**src/rtl/mac_pkg.sv**
```systemverilog
// Shared MAC definitions: TX state encoding, framing bytes and CRC-32 constants.
// Used by mac_tx_stream and the CRC datapath (and later by the receiver).
package mac_pkg;

  typedef enum logic [3:0] {
    ST_IDLE     = 4'd0,
    ST_PREAMBLE = 4'd1,
    ST_SFD      = 4'd2,
    ST_DEST     = 4'd3,
    ST_SRC      = 4'd4,
    ST_TYPE     = 4'd5,
    ST_PAYLOAD  = 4'd6,
    ST_PAD      = 4'd7,
    ST_FCS      = 4'd8,
    ST_IPG      = 4'd9
  } mac_state_e;

  localparam logic [7:0]  PREAMBLE_BYTE = 8'h55;
  localparam logic [7:0]  SFD_BYTE      = 8'hD5;
  localparam logic [31:0] CRC_POLY      = 32'h04C11DB7;
  localparam logic [31:0] CRC_INIT      = 32'hFFFFFFFF;
  localparam logic [31:0] CRC_XOROUT    = 32'hFFFFFFFF;
  localparam logic [31:0] CRC_RESIDUE   = 32'hDEBB20E3;

  function automatic logic [31:0] reflect32(input logic [31:0] v);
    logic [31:0] r;
    for (int i = 0; i < 32; i++) r[i] = v[31-i];
    return r;
  endfunction

  // Byte idx of a right-aligned nbytes-wide field, most significant byte first.
  function automatic logic [7:0] field_byte(input logic [47:0] field, input int nbytes,
                                            input int idx);
    logic [47:0] sh;
    sh = field >> (8 * (nbytes - 1 - idx));
    return sh[7:0];
  endfunction

endpackage

```
**src/rtl/crc32_d8.sv**
```systemverilog
// Combinational CRC-32 (reflected, poly 0x04C11DB7) advance by one byte, LSB first.
// The caller owns the register, its init and final XOR.
module crc32_d8
  import mac_pkg::*;
(
  input  logic [31:0] in_crc,
  input  logic [7:0]  in_data,
  output logic [31:0] out_crc
);

  localparam logic [31:0] POLY_REFL = reflect32(CRC_POLY);

  logic [31:0] c;

  always_comb begin
    c = in_crc ^ {24'h000000, in_data};
    for (int i = 0; i < 8; i++) begin
      c = c[0] ? ((c >> 1) ^ POLY_REFL) : (c >> 1);
    end
    out_crc = c;
  end

endmodule

```
**src/rtl/mac_tx_stream.sv**
```systemverilog
// Byte-wide Ethernet MAC transmitter: frames an upstream payload stream with
// preamble/SFD/header, zero pad and FCS, then holds the inter-packet gap.
module mac_tx_stream
  import mac_pkg::*;
#(
  parameter int unsigned PREAMBLE_BYTES = 7,
  parameter int unsigned MIN_PAYLOAD    = 46,
  parameter int unsigned MAX_PAYLOAD    = 1500,
  parameter int unsigned IPG_BYTES      = 12,
  parameter logic [47:0] SRC_MAC        = 48'h02_00_00_00_00_01
) (
  input  logic        in_clk,
  input  logic        in_rst_n,
  input  logic [47:0] in_dest_mac,
  input  logic [15:0] in_ether_type,
  input  logic        in_valid,
  input  logic [7:0]  in_data,
  input  logic        in_last,
  output logic        out_ready,
  output logic        out_txen,
  output logic [7:0]  out_txd,
  output logic        out_busy,
  output logic        out_underrun,
  output logic        out_oversize,
  output logic [3:0]  out_dbg_state
);

  localparam int unsigned    CNT_W    = $clog2(MAX_PAYLOAD + 1);
  localparam logic [CNT_W-1:0] CNT_SAT  = '1;
  localparam logic [CNT_W-1:0] PRE_LAST = CNT_W'(PREAMBLE_BYTES - 1);
  localparam logic [CNT_W-1:0] MIN_CNT  = CNT_W'(MIN_PAYLOAD);
  localparam logic [CNT_W-1:0] MAX_CNT  = CNT_W'(MAX_PAYLOAD);
  localparam logic [CNT_W-1:0] IPG_LAST = CNT_W'(IPG_BYTES - 1);

  if (MIN_PAYLOAD > MAX_PAYLOAD || IPG_BYTES < 1 || PREAMBLE_BYTES < 1) begin : g_bad_params
    $error("mac_tx_stream: invalid parameter combination");
  end

  // Handshake: a payload byte transfers on a cycle where in_valid && out_ready.
  // out_ready is decoded from the state register only, so it never depends on in_valid.
  mac_state_e       state_q, state_d;
  logic [CNT_W-1:0] cnt_q, cnt_d, cnt_inc;
  logic [47:0]      dest_q, dest_d;
  logic [15:0]      type_q, type_d;
  logic [31:0]      crc_q, crc_d, crc_next, fcs_word;
  logic             txen_q, txen_d;
  logic [7:0]       txd_q, txd_d;
  logic             und_q, und_d;
  logic             ovr_q, ovr_d;
  logic             crc_en, crc_init;

  assign cnt_inc  = (cnt_q == CNT_SAT) ? cnt_q : cnt_q + 1'b1;
  assign fcs_word = crc_q ^ CRC_XOROUT;

  // Each cycle loads the byte that will be on the MII in the following cycle.
  always_comb begin
    state_d  = state_q;
    cnt_d    = cnt_q;
    dest_d   = dest_q;
    type_d   = type_q;
    txen_d   = 1'b0;
    txd_d    = 8'h00;
    und_d    = 1'b0;
    ovr_d    = 1'b0;
    crc_en   = 1'b0;
    crc_init = 1'b0;
    case (state_q)
      ST_IDLE: begin
        if (in_valid) begin
          dest_d   = in_dest_mac;
          type_d   = in_ether_type;
          crc_init = 1'b1;
          txen_d   = 1'b1;
          txd_d    = PREAMBLE_BYTE;
          if (PREAMBLE_BYTES == 1) begin
            state_d = ST_SFD;
            cnt_d   = '0;
          end else begin
            state_d = ST_PREAMBLE;
            cnt_d   = CNT_W'(1);
          end
        end
      end
      ST_PREAMBLE: begin
        txen_d = 1'b1;
        txd_d  = PREAMBLE_BYTE;
        if (cnt_q == PRE_LAST) begin
          state_d = ST_SFD;
          cnt_d   = '0;
        end else begin
          cnt_d = cnt_inc;
        end
      end
      ST_SFD: begin
        txen_d  = 1'b1;
        txd_d   = SFD_BYTE;
        state_d = ST_DEST;
        cnt_d   = '0;
      end
      ST_DEST: begin
        txen_d = 1'b1;
        txd_d  = field_byte(dest_q, 6, int'(cnt_q));
        crc_en = 1'b1;
        if (cnt_q == CNT_W'(5)) begin
          state_d = ST_SRC;
          cnt_d   = '0;
        end else begin
          cnt_d = cnt_inc;
        end
      end
      ST_SRC: begin
        txen_d = 1'b1;
        txd_d  = field_byte(SRC_MAC, 6, int'(cnt_q));
        crc_en = 1'b1;
        if (cnt_q == CNT_W'(5)) begin
          state_d = ST_TYPE;
          cnt_d   = '0;
        end else begin
          cnt_d = cnt_inc;
        end
      end
      ST_TYPE: begin
        txen_d = 1'b1;
        txd_d  = field_byte({32'h0, type_q}, 2, int'(cnt_q));
        crc_en = 1'b1;
        if (cnt_q == CNT_W'(1)) begin
          state_d = ST_PAYLOAD;
          cnt_d   = '0;
        end else begin
          cnt_d = cnt_inc;
        end
      end
      ST_PAYLOAD: begin
        if (in_valid) begin
          txen_d = 1'b1;
          txd_d  = in_data;
          crc_en = 1'b1;
          cnt_d  = cnt_inc;
          if (in_last || cnt_inc == MAX_CNT) begin
            ovr_d = ~in_last;
            if (cnt_inc < MIN_CNT) begin
              state_d = ST_PAD;
            end else begin
              state_d = ST_FCS;
              cnt_d   = '0;
            end
          end
        end else begin
          // The cycle of the drop already counts as the first idle byte of the gap.
          und_d    = 1'b1;
          crc_init = 1'b1;
          if (IPG_BYTES == 1) begin
            state_d = ST_IDLE;
            cnt_d   = '0;
          end else begin
            state_d = ST_IPG;
            cnt_d   = CNT_W'(1);
          end
        end
      end
      ST_PAD: begin
        txen_d = 1'b1;
        txd_d  = 8'h00;
        crc_en = 1'b1;
        cnt_d  = cnt_inc;
        if (cnt_inc >= MIN_CNT) begin
          state_d = ST_FCS;
          cnt_d   = '0;
        end
      end
      ST_FCS: begin
        txen_d = 1'b1;
        txd_d  = fcs_word[{cnt_q[1:0], 3'b000} +: 8];
        if (cnt_q == CNT_W'(3)) begin
          state_d  = ST_IPG;
          cnt_d    = '0;
          crc_init = 1'b1;
        end else begin
          cnt_d = cnt_inc;
        end
      end
      ST_IPG: begin
        if (cnt_q >= IPG_LAST) begin
          state_d = ST_IDLE;
          cnt_d   = '0;
        end else begin
          cnt_d = cnt_inc;
        end
      end
      default: begin
        state_d = ST_IDLE;
        cnt_d   = '0;
      end
    endcase
  end

  crc32_d8 u_crc (
    .in_crc  (crc_q),
    .in_data (txd_d),
    .out_crc (crc_next)
  );

  always_comb begin
    crc_d = crc_q;
    if (crc_init) begin
      crc_d = CRC_INIT;
    end else if (crc_en) begin
      crc_d = crc_next;
    end
  end

  always_ff @(posedge in_clk or negedge in_rst_n) begin
    if (!in_rst_n) begin
      state_q <= ST_IDLE;
      cnt_q   <= '0;
      dest_q  <= '0;
      type_q  <= '0;
      crc_q   <= CRC_INIT;
      txen_q  <= 1'b0;
      txd_q   <= 8'h00;
      und_q   <= 1'b0;
      ovr_q   <= 1'b0;
    end else begin
      state_q <= state_d;
      cnt_q   <= cnt_d;
      dest_q  <= dest_d;
      type_q  <= type_d;
      crc_q   <= crc_d;
      txen_q  <= txen_d;
      txd_q   <= txd_d;
      und_q   <= und_d;
      ovr_q   <= ovr_d;
    end
  end

  assign out_ready     = (state_q == ST_PAYLOAD);
  assign out_busy      = (state_q != ST_IDLE);
  assign out_txen      = txen_q;
  assign out_txd       = txd_q;
  assign out_underrun  = und_q;
  assign out_oversize  = ovr_q;
  assign out_dbg_state = state_q;

endmodule
```
**config.mk**
```make
export PLATFORM = sky130hd
export DESIGN_NAME = mac_tx_stream
export DESIGN_NICKNAME = d
export VERILOG_FILES = /design/src/rtl/mac_pkg.sv /design/src/rtl/crc32_d8.sv /design/src/rtl/mac_tx_stream.sv
export SDC_FILE = /design/constraint.sdc
export NUM_CORES = 1
export LEC_CHECK = 0
export CAP_MARGIN = 20
export CORE_ASPECT_RATIO = 0.6
export CORE_MARGIN = 2
export CORE_UTILIZATION = 55
export DETAILED_ROUTE_END_ITERATION = 8
export PLACE_DENSITY = 0.86
export SLEW_MARGIN = 20
export SYNTH_ARGS = -nofsm -noshare
export SYNTH_HDL_FRONTEND = slang
export SYNTH_HIERARCHICAL = 1
export SYNTH_SLANG_ARGS = --single-unit
```
**constraint.sdc**
```tcl
create_clock -name in_clk -period 5.1 [get_ports in_clk]
set_input_delay 1.275 -clock in_clk [delete_from_list [all_inputs] [get_ports in_clk]]
set_output_delay 1.275 -clock in_clk [all_outputs]
set_load 0.01 [all_outputs]
```
==> results of run 1 <==
worst reg2reg max path, delay by kind of cell (launching register included):
| kind | cells | cell delay [ns] |
|---|---|---|
| AOI/OAI and AO/OA | 2 | 0.59 |
| xor gates and xnor gates | 3 | 1.24 |
| DFF | 1 | 0.56 |
| and+or+nand+nor | 5 | 1.93 |
metal layers:
metal | track usage, % | part of all wire, % | vias to the layer above
li1 | - | - | 2631
met1 | 43.7 | 44 | 2932
met2 | 43.2 | 42 | 401
met3 | 9.73 | 13 | 36
met4 | 7.65 | 1.4 | 0
met5 | 0 | 0 | -
per-stage QoR:
stage	hold slack (ns)	utilization, %	std cells	setup WS (ns)
after detailed placement	0.487	63.7	916	0.570
after global placement	0.482	63.7	916	0.669
after CTS	0.502	68.3	948	0.792
after global routing	0.514	68.5	949	0.459
final	0.500	68.5	949	0.693
after floorplan	0.470	-	685	1.29
state kept, by name, summed over array words and instances, names as in the netlist:
| name | flops |
|---|---|
| type_q | 16 |
| out_dbg_state | 4 |
| out_txd | 8 |
| out_txen | 1 |
| dest_q | 48 |
| out_underrun | 1 |
| out_oversize | 1 |
| crc_q | 32 |
| cnt_q | 11 |
cell usage in the layout (no fill, tap or decap), drive strengths merged, types with 4 or more instances in the layout:
cell and count:
a31oi 5, nor3 13, mux4 15, nand2 101, a21oi 19, nand4 4
clkdlybuf4s50 91, clkbuf 19, and3 4, nand2b 6, o21ai 22, ha 8
nand3 38, nor2b 4, nor2 29, mux2 82, xor2 5, nor4 12
dfrtp 90, dfstp 32, xnor2 42, o22ai 7, buf 13, o32ai 5
xnor3 17, xor3 5, bufinv 4, a22oi 7, inv 15, o211ai 4
a221oi 7
area by class of cell:
class                   count  area (um2)  area share, %
repair buffers            104        1020           10.9
inverters                  11        43.8          0.469
clock buffers              19         443           4.75
clock inverters            13         189           2.03
well taps                 175         219           2.35
flip-flops and latches    122        3090           33.2
multi-input cells         505        4320           46.3
cell families after synthesis:
logic type                 count (synthesis)  share of synthesized area [%]
buffers and inverters                     58                           3.25
adders and majority gates                  8                           1.31
xor gates and xnor gates                  69                           14.5
DFF                                      122                           40.4
AOI/OAI and AO/OA                         96                           8.50
muxes                                     99                           16.8
and+or+nand+nor                          233                           15.2
worst min-delay path by stage:
stage	to	cells past startpoint	from	slack, ns
final	dest_q[40]	1	dest_q[40]	0.50
after global placement	crc_q[13]	2	crc_q[13]	0.48
after global routing	dest_q[19]	1	dest_q[19]	0.51
after CTS	dest_q[39]	1	dest_q[39]	0.50
after floorplan	crc_q[28]	2	crc_q[28]	0.47
after detailed placement	type_q[5]	1	type_q[5]	0.49
==> reports/summary.md, run 1 <==
The run finished with clean final reports. The end of the critical path was crc_q[18]. The number of antenna violations at the first check in global routing came out at 0. The global-route wire length before repair was 33000 um; the routability congestion estimate from global placement was 0.995. After clock tree synthesis, the clock-pin slew on the worst setup and hold paths is 0.06 ns.

The logs give 769 for the synthesized net count and 617 for the first-iteration detailed-routing DRC count. TritonCTS built the clock tree. Counting the fill cells in the layout gives 957. The top-area cell type share of the netlist area was 29.4%; the depth of the worst register-to-register path was 10. The tools report the launching instance or port of the critical path as cnt_q[4]. Setup repair after global routing left no endpoint under its margin.

The path category of the worst min-delay check is reg -> reg. The placed instances occupy a cell area of 8680 um2. Among all cell types in the netlist, the one instantiated most often is nand2_1. The kind of critical path was reg -> reg. For the number of max-slew violations in the final report, the log shows 0.

Deepest level of the CTS H-tree: 4. The cell type of the slowest stage on the worst timing path is nor4b_2. The remaining design rule violation count is 0.

Post-cts repair resize count: 0. At the pin with the least slew margin, the transition time is 0.906 ns. The most frequently used flop master after synthesis was dfrtp_1. For this run, the slowest stage of the critical path takes 0.80 ns. Once the floorplan was initialized, standard cells occupied 56.2% of the core. In this run the post-CTS setup repair buffer count came out at 0. The kind of launch point of the worst setup path was a flop.

The fraction of the cycle the final worst path needs works out to 86.4%. The maximum fanout along the worst path came out at 15. Compared with the post-synthesis result, the final layout area differs by 21.9%. The total global-route track usage was 29.9%. In the synthesized netlist, the number of instances is 685.

The post-detailed-placement half-perimeter wirelength came out at 14900 um. The final wirelength came out at 20900 um. The number of I/O port buffers was 92. For this run, the post-layout net count is 845. The timing-limited maximum frequency is 0.227 GHz, and the cell area after layout is 9330 um2. The clock latency reported for the late side of the worst-skew pair is 0.42 ns, and the number of primary I/O pins is 93.

Data on the critical path is required at its endpoint by 5.42 ns. Counting along the longest clock path gives a buffer depth of 2. Counting distinct cell types in the post-synthesis netlist gives 75.

The buffering stage count on the worst path with inverters included is 0, and the count of flip-flops with a built-in enable after synthesis is 0. The run gives 40.4% as the part of the Yosys area used for sequential elements. The total iterations of the first detailed-routing run is 6, and the standard cell core area is 13600 um2.

The endpoint identified for the worst register-to-register timing path is crc_q[18]. Minimum clock period after layout: 4.41 ns. 0 antenna diodes ended up in the layout.

The tools report the via count of the first global-routing pass as 5912. The remaining global-route overflow was 0; the count of endpoints failing setup in the final report was 0. The reg2reg setup slack came out at 0.69 ns. The startpoint identified for the worst register-to-register timing path is cnt_q[4]. In the synthesized netlist the async set-or-reset flop fraction comes to 100%. In the final routed layout, each cell accounts on average for 22.0 um.

Counting flops and latches in the post-synthesis netlist gives 122. For the worst max-slew margin expressed relative to the limit, the log shows 39.0%. In this run the vertical extent of the chip is 95.4 um. The tools report the placement row count as 33. Entering global routing, the biggest net connects 62 pins. Sorting the synthesized cells by area gives the leading types as dfrtp_1, mux2_2, dfstp_2. Measured along the x axis, the die boundary spans 156 um.

After synthesis, the mean cell area works out to 11.2 um2. The count of vias placed by the detailed router is 6000, and the TritonCTS buffer count is 17. Yosys printed 6 warnings. Clock skew on the completed layout was measured at 0.0106 ns. For the number of failing hold endpoints at the final stage, the log shows 0. The number of hold buffers added after CTS was 0.

The average vias per placed instance is 6.32, and the layout cell share with drive strength beyond 1 is 27.1%. Adding up every negative setup slack in the final design gives 0 ns. The sink count of the clock tree came out at 122. The detail route stage leaves a number of antenna-violating nets equal to 0.

The critical path goes through or4_4, nor3_1, nor4b_2, a221oi_1, o21ai_0, xnor2_4, xnor2_2, xnor3_1, nand2_1, nand3_1. In this run the number of cells on the critical path is 10. Max-cap violations in this run came to 0. Sorting the synthesized cells by how often they occur yields nand2_1, dfrtp_1, mux2_2.

The area of the die was 14900 um2. The area of the mapped netlist is 7650 um2. The largest area contributor in the synthesized netlist is dfrtp_1. Data on the critical path arrives at its endpoint at 4.73 ns.

STA classifies the critical path endpoint as a flop. The cell family contributing the most delay on the critical path is simple AND/OR/NAND/NOR gates. The tree is rooted in a clkbuf_16.
Power of run 1 is not shown: default switching activity piles up to over one toggle a cycle in this logic, so the estimate is an artifact.
==> run 2, diff against run 1 <==
--- a/config.mk
+++ b/config.mk
@@ -7,12 +7,12 @@
 export LEC_CHECK = 0
 export CAP_MARGIN = 20
 export CORE_ASPECT_RATIO = 0.6
-export CORE_MARGIN = 2
-export CORE_UTILIZATION = 55
+export CORE_UTILIZATION = 45
 export DETAILED_ROUTE_END_ITERATION = 8
-export PLACE_DENSITY = 0.86
+export PLACE_DENSITY = 0.74
 export SLEW_MARGIN = 20
 export SYNTH_ARGS = -nofsm -noshare
 export SYNTH_HDL_FRONTEND = slang
 export SYNTH_HIERARCHICAL = 1
 export SYNTH_SLANG_ARGS = --single-unit
+export TNS_END_PERCENT = 10
==> reports/summary.md, run 2 (same netlist as run 1, synthesis figures left out) <==
The number of antenna repair diodes came out at 0 (unchanged). The tools report the number of failing hold endpoints at the final stage as 0 (unchanged). The run finished with clean final reports. Most common cell after layout, fill and taps aside: nand2_1 (unchanged).

The logs give 0.42 ns (about the same) for the clock latency reported for the late side of the worst-skew pair and 5 (was 6) for the total iterations of the first detailed-routing run. The post-layout utilization of the core is 56.7% (was 68.5%). The run gives 17600 um2 (was 14900 um2) as the area of the die.

The average vias per placed instance was 5.80 (was 6.32). Layer carrying the most global-route usage: met1 (unchanged). The post-cts repair resize count is 0 (unchanged), and the stage delay of the slowest cell on the critical path is 0.54 ns (was 0.80 ns).

For the sink count of the clock tree, the log shows 122 (unchanged). The maximum fanout along the worst path is 15 (unchanged), and the placement row count is 36 (was 33). Setup repair after global routing left no endpoint under its margin.

The run gives 0 (unchanged) as the remaining design rule violation count. For the count of maximum capacitance violations, the log shows 0 (unchanged). For the final wirelength, the log shows 20300 um (was 20900 um). The die outline height came out at 103 um (was 95.4 um).

Tightest hold margin: 0.500 ns (about the same). The most frequent cell on the critical path was nand2_1. Registers with the most flip-flops: dest_q x48, crc_q x32, type_q x16 (unchanged). The largest register by flop count was dest_q (unchanged). The cell area after layout is 9320 um2 (was 9330 um2), and the number of primary I/O pins is 93 (unchanged). Number of buffers inserted by post-CTS setup repair: 0 (unchanged). The worst max-slew margin expressed relative to the limit is 42.7% (was 39.0%). The run gives 5.42 ns (about the same) as the data required time of the critical path. Clock root buffer master: clkbuf_16 (unchanged). The routing usage on met3 is 7.06% (was 9.73%), and the TritonCTS buffer count is 17 (unchanged). The number of filler cells placed in the layout was 1344 (was 957); the minimum clock period after layout was 4.29 ns (was 4.41 ns).

For the met1 track utilization from global routing, the log shows 37.6% (was 43.7%). The depth of the worst register-to-register path was 11 (was 10). The tools report the met2 track demand over resource as 34.4% (was 43.2%). The layout cell share with drive strength beyond 1 was 27.5% (was 27.1%); the fraction of the cycle the final worst path needs was 84.1% (was 86.4%). The tools report the critical path capture point type as a flop (unchanged). The total global-route track usage was 24.7% (was 29.9%); the via count of the first global-routing pass was 5656 (was 5912). The first-iteration detailed-routing DRC count was 611 (was 617); the remaining global-route overflow was 0 (unchanged).

The kind of critical path is in -> reg (was reg -> reg). The count of vias placed by the detailed router was 5833 (was 6000); the deepest level of the CTS H-tree was 4 (unchanged). The combined flip-flop and latch cell area is 3090 um2 (unchanged). The number of antenna violations at the first check in global routing is 0 (unchanged), and the number of max-slew violations in the final report is 0 (unchanged). The tools report the cell area after placement as 8780 um2 (was 8680 um2). The slew at the pin with the worst max-slew slack is 0.851 ns (was 0.906 ns), and the number of I/O port buffers is 92 (unchanged). The clock transition at the registers of the reported paths works out to 0.06 ns (about the same). The path category of the worst min-delay check is reg -> reg (unchanged). The maximum number of pins on one net before global-route repair was 66 (was 62). The kind of launch point of the worst setup path is an input port (was a flop). The area used by multi-input combinational logic is 4330 um2 (was 4320 um2), and the number of hold buffers added after CTS is 0 (unchanged). The number of flip-flops in the largest register was 48 (unchanged).

The initial core utilization was 46.6% (was 56.2%); the final routed wire length divided by cell count was 20.2 um (was 22.0 um). The setup total negative slack is 0 ns (unchanged), and the chip width is 170 um (was 156 um). Cell type of the slowest stage on the worst timing path: xor3_1 (was nor4b_2).

The count of endpoints failing setup in the final report is 0 (unchanged), and the number of nets in the layout is 848 (was 845). Critical path cell sequence: clkdlybuf4s50_1, buf_4, nand2_1, nand2_1, a21oi_1, o21ai_0, a221oi_1, o21ai_0, xnor2_4, xor3_1, xor3_1, nand2_1, nand3_1 (was or4_4, nor3_1, nor4b_2, a221oi_1, o21ai_0, xnor2_4, xnor2_2, xnor3_1, nand2_1, nand3_1). The routability congestion estimate from global placement came out at 0.943 (was 0.995).

The logs give 0.0112 ns (was 0.0106 ns) for the worst clock skew and 2 (unchanged) for the maximum clock insertion buffer count. The standard cell core area came out at 16400 um2 (was 13600 um2). TritonCTS built the clock tree. The remaining antenna violation count after routing is 0 (unchanged), and the post-detailed-placement half-perimeter wirelength is 14700 um (was 14900 um). The instance count along the most critical hold path is 2 (was 1).

The area growth from synthesis to layout came out at 21.8% (was 21.9%). The tools report the timing-limited maximum frequency as 0.233 GHz (was 0.227 GHz). The worst path arrival time came out at 4.61 ns (was 4.73 ns). Commonest non-fill, non-tap cells in the layout: nand2_1, clkdlybuf4s50_1, dfrtp_1, mux2_2, nand3_1 (unchanged). The run gives 32300 um (was 33000 um) as the global-route wire length before repair.
[run 2: changes by cell type in the layout (fill, tap and decap cells not counted), sizes merged]
cell	previous run	this run
buf	13	16
bufinv	4	0
clkbuf	19	18
clkinv	3	5
clkinvlp	2	4
inv	15	16
[run 2: final cells by class]
cell class	count	area share, %
Clock inverter	14	1.21
Clock buffer	18	4.60
Timing Repair Buffer	107	11.1
Sequential cell	122	33.2
Tap cell	228	3.06
Inverter	11	0.470
Multi-Input combinational cell	505	46.4
[run 2: through the flow]
step	setup slack (ns)	cells
6_report	0.811	1005
5_1_grt	0.646	1005
2_1_floorplan	1.29	685
3_5_place_dp	0.514	973
4_1_cts	0.919	1005
3_3_place_gp	0.611	973
[run 2: critical path, delay by kind of cell]
| family | cells | cell delay (ns) |
|---|---|---|
| xor+xnor | 3 | 1.18 |
| compound gates | 4 | 1.17 |
| buf+inv | 2 | 0.70 |
| simple gates | 4 | 0.27 |
[run 2: worst paths after layout]
kind                            from        end  slack, ns
max                         in_valid  crc_q[23]       0.81
min                        crc_q[11]  crc_q[11]       0.50
max reg2reg                 cnt_q[4]  crc_q[26]       0.87
min reg2reg                crc_q[11]  crc_q[11]       0.50
max in group asynchronous   in_rst_n   crc_q[0]       3.16
min in group asynchronous   in_rst_n   cnt_q[9]       0.96
[run 2: metal layers]
layer	part of all wire, %	up-vias	wire length [um]
met2	40	308	8210
met1	48	2866	9820
met5	0	-	0
met4	0.87	0	177
li1	-	2644	-
met3	10	15	2070
Power of run 2 is left out for the same reason.
==> run 3, diff against run 2 <==
==> constraint.sdc (replaced) <==
create_clock -name in_clk -period 4.4 [get_ports in_clk]
set_input_delay 1.1 -clock in_clk [delete_from_list [all_inputs] [get_ports in_clk]]
set_output_delay 1.1 -clock in_clk [all_outputs]
set_load 0.01 [all_outputs]
==> reports/summary.md, run 3 (same netlist as run 1, synthesis figures left out) <==
Initial core utilization: 46.6% (unchanged). The flow ran to the end, and the final reports show no timing, DRC or antenna violations. The area growth from synthesis to layout works out to 23.5% (was 21.8%). Commonest non-fill, non-tap cells in the layout: nand2_1, clkdlybuf4s50_1, dfrtp_1, mux2_2, nand3_1 (unchanged).

The maximum number of pins on one net before global-route repair was 50 (was 66); the number of filler cells placed in the layout was 1305 (was 1344). The maximum fanout along the worst path works out to 11 (was 15). The count of vias placed by the detailed router was 5934 (was 5833); the worst path arrival time was 4.38 ns (was 4.61 ns). The remaining antenna violation count after routing is 0 (unchanged).

The number of failing hold endpoints at the final stage was 0 (unchanged). Combined flip-flop and latch cell area: 3090 um2 (unchanged). Launching instance or port of the critical path: in_valid (unchanged). The deepest level of the CTS H-tree is 4 (unchanged), and the number of I/O port buffers is 92 (unchanged). The critical hold path startpoint was type_q[8] (was crc_q[11]). The minimum clock period after layout works out to 4.06 ns. Largest register by flop count: dest_q (unchanged). The slew at the pin with the worst max-slew slack is 0.965 ns (was 0.851 ns), and the timing-limited maximum frequency is 0.246 GHz.

For the number of buffers inserted by post-CTS setup repair, the log shows 0 (unchanged). The data required time of the critical path was 4.72 ns (was 5.42 ns); the post-cts repair resize count was 0 (unchanged). Count of endpoints failing setup in the final report: 0 (unchanged). The average vias per placed instance is 5.85 (was 5.80). In the finished design, the share of the clock period the worst path needs comes to 92.4%. Registers with the most flip-flops: dest_q x48, crc_q x32, type_q x16 (unchanged). The first-iteration detailed-routing DRC count came out at 711 (was 611). The area used by multi-input combinational logic is 4320 um2 (was 4330 um2), and the worst setup slack before clock tree synthesis is -0.00209 ns (was 0.514 ns). The placement row count is 36 (unchanged), and the count of maximum capacitance violations is 0 (unchanged). The run gives 0.42 ns (about the same) as the clock latency reported for the late side of the worst-skew pair.

The number of primary I/O pins is 93 (unchanged), and the layout cell share with drive strength beyond 1 is 27.8% (was 27.5%). The area of the die was 17600 um2 (unchanged); the routability congestion estimate from global placement was 0.981 (was 0.943). The maximum clock insertion buffer count is 2 (unchanged), and the total global-route track usage is 25.4% (was 24.7%). The remaining global-route overflow is 0 (unchanged).

Setup repair after global routing left no endpoint under its margin. The final cell count without fillers is 1015 (was 1005). The TritonCTS buffer count is 17 (unchanged).

The clock transition at the registers of the reported paths came out at 0.05 ns (was 0.06 ns). The source of the worst register-to-register timing path was cnt_q[10] (was cnt_q[4]). The logs give 0.00932 ns (was 0.0112 ns) for the worst clock skew and 0 (unchanged) for the number of max-slew violations in the final report. The logs give 0 (unchanged) for the number of antenna violations at the first check in global routing and 33000 um (was 32300 um) for the global-route wire length before repair. For the number of antenna repair diodes, the log shows 0 (unchanged). Path category of the worst min-delay check: reg -> reg (unchanged).

The final wirelength was 20800 um (was 20300 um). The number of nets in the layout is 858 (was 848). The final routed wire length divided by cell count came out at 20.5 um (was 20.2 um). The run gives 0 ns (unchanged) as the setup total negative slack. The chip width is 170 um (unchanged), and the final critical-path setup slack is 0.336 ns (was 0.811 ns).

The number of hold buffers added after CTS is 0 (unchanged). The logs give 5812 (was 5656) for the via count of the first global-routing pass and 0 (unchanged) for the remaining design rule violation count. The die outline height came out at 103 um (unchanged).

For the cell count after placement, the log shows 983 (was 973). The tightest hold margin came out at 0.502 ns (was 0.500 ns). The clock root buffer master was clkbuf_16 (unchanged). The total iterations of the first detailed-routing run is 7 (was 5). The tools report the sink count of the clock tree as 122 (unchanged). The tools report the worst max-slew margin expressed relative to the limit as 35.3% (was 42.7%). The standard cell core area was 16400 um2 (unchanged).

The post-detailed-placement half-perimeter wirelength came out at 15100 um (was 14700 um). The critical path capture point type is a flop (unchanged). Number of flip-flops in the largest register: 48 (unchanged). The kind of critical path was in -> reg (unchanged). The kind of launch point of the worst setup path was an input port (unchanged).

TritonCTS built the clock tree. The most common cell after layout, fill and taps aside is nand2_1 (unchanged).
==> run 3: cell count changes in the layout (fill, tap and decap cells not counted) <==
cell / change
buf_12: +2
inv_8: -1
clkinvlp_4: -3
inv_6: -4
bufinv_16: +2
clkbuf_8: +3
buf_4: +8
clkbuf_1: +4
nand2_2: -1
nand2_1: +1
clkinv_4: -2
clkinv_2: +1
==> run 3: stage by stage <==
step                      cell area, um2  utilization, %
after CTS                           9450            57.5
after global routing                9450            57.5
after floorplan                     7650               -
after detailed placement            8880            54.0
final                               9450            57.5
after global placement              8880            54.0
==> run 3: metal layers <==
layer / track usage [%] / part of all wire (%) / vias up
met1: 39.0 / 49 / 2957
met2: 34.6 / 40 / 298
met5: 0 / 0 / -
li1: - / - / 2654
met4: 8.45 / 1.3 / 0
met3: 5.95 / 9.5 / 25
==> run 3: cell type report <==
| cell class | instances | area share, % |
|---|---|---|
| well taps | 228 | 3.02 |
| repair buffers | 117 | 12.0 |
| inverters | 11 | 0.463 |
| clock inverters | 7 | 0.966 |
| clock buffers | 25 | 5.13 |
| flip-flops and latches | 122 | 32.7 |
| multi-input cells | 505 | 45.7 |
==> run 3: path summary, 6_finish.rpt <==
path | to | depth (start not counted) | slack [ns]
min in group asynchronous | cnt_q[9] | 1 | 0.66
min | type_q[8] | 1 | 0.50
max in group asynchronous | type_q[15] | 2 | 2.86
min reg2reg | type_q[8] | 1 | 0.50
max | crc_q[23] | 12 | 0.34
max reg2reg | crc_q[26] | 10 | 0.36
==> run 3: critical path, cell delays in order <==
cell	delay (ns)
clkdlybuf4s50_1	0.62
nor2b_1	0.27
a21oi_1	0.12
o21ai_0	0.10
a221oi_1	0.48
o21ai_0	0.17
buf_4	0.19
xnor2_4	0.40
xor3_1	0.55
xor3_1	0.22
nand2_1	0.08
nand3_1	0.08
Power of run 3 is left out for the same reason.
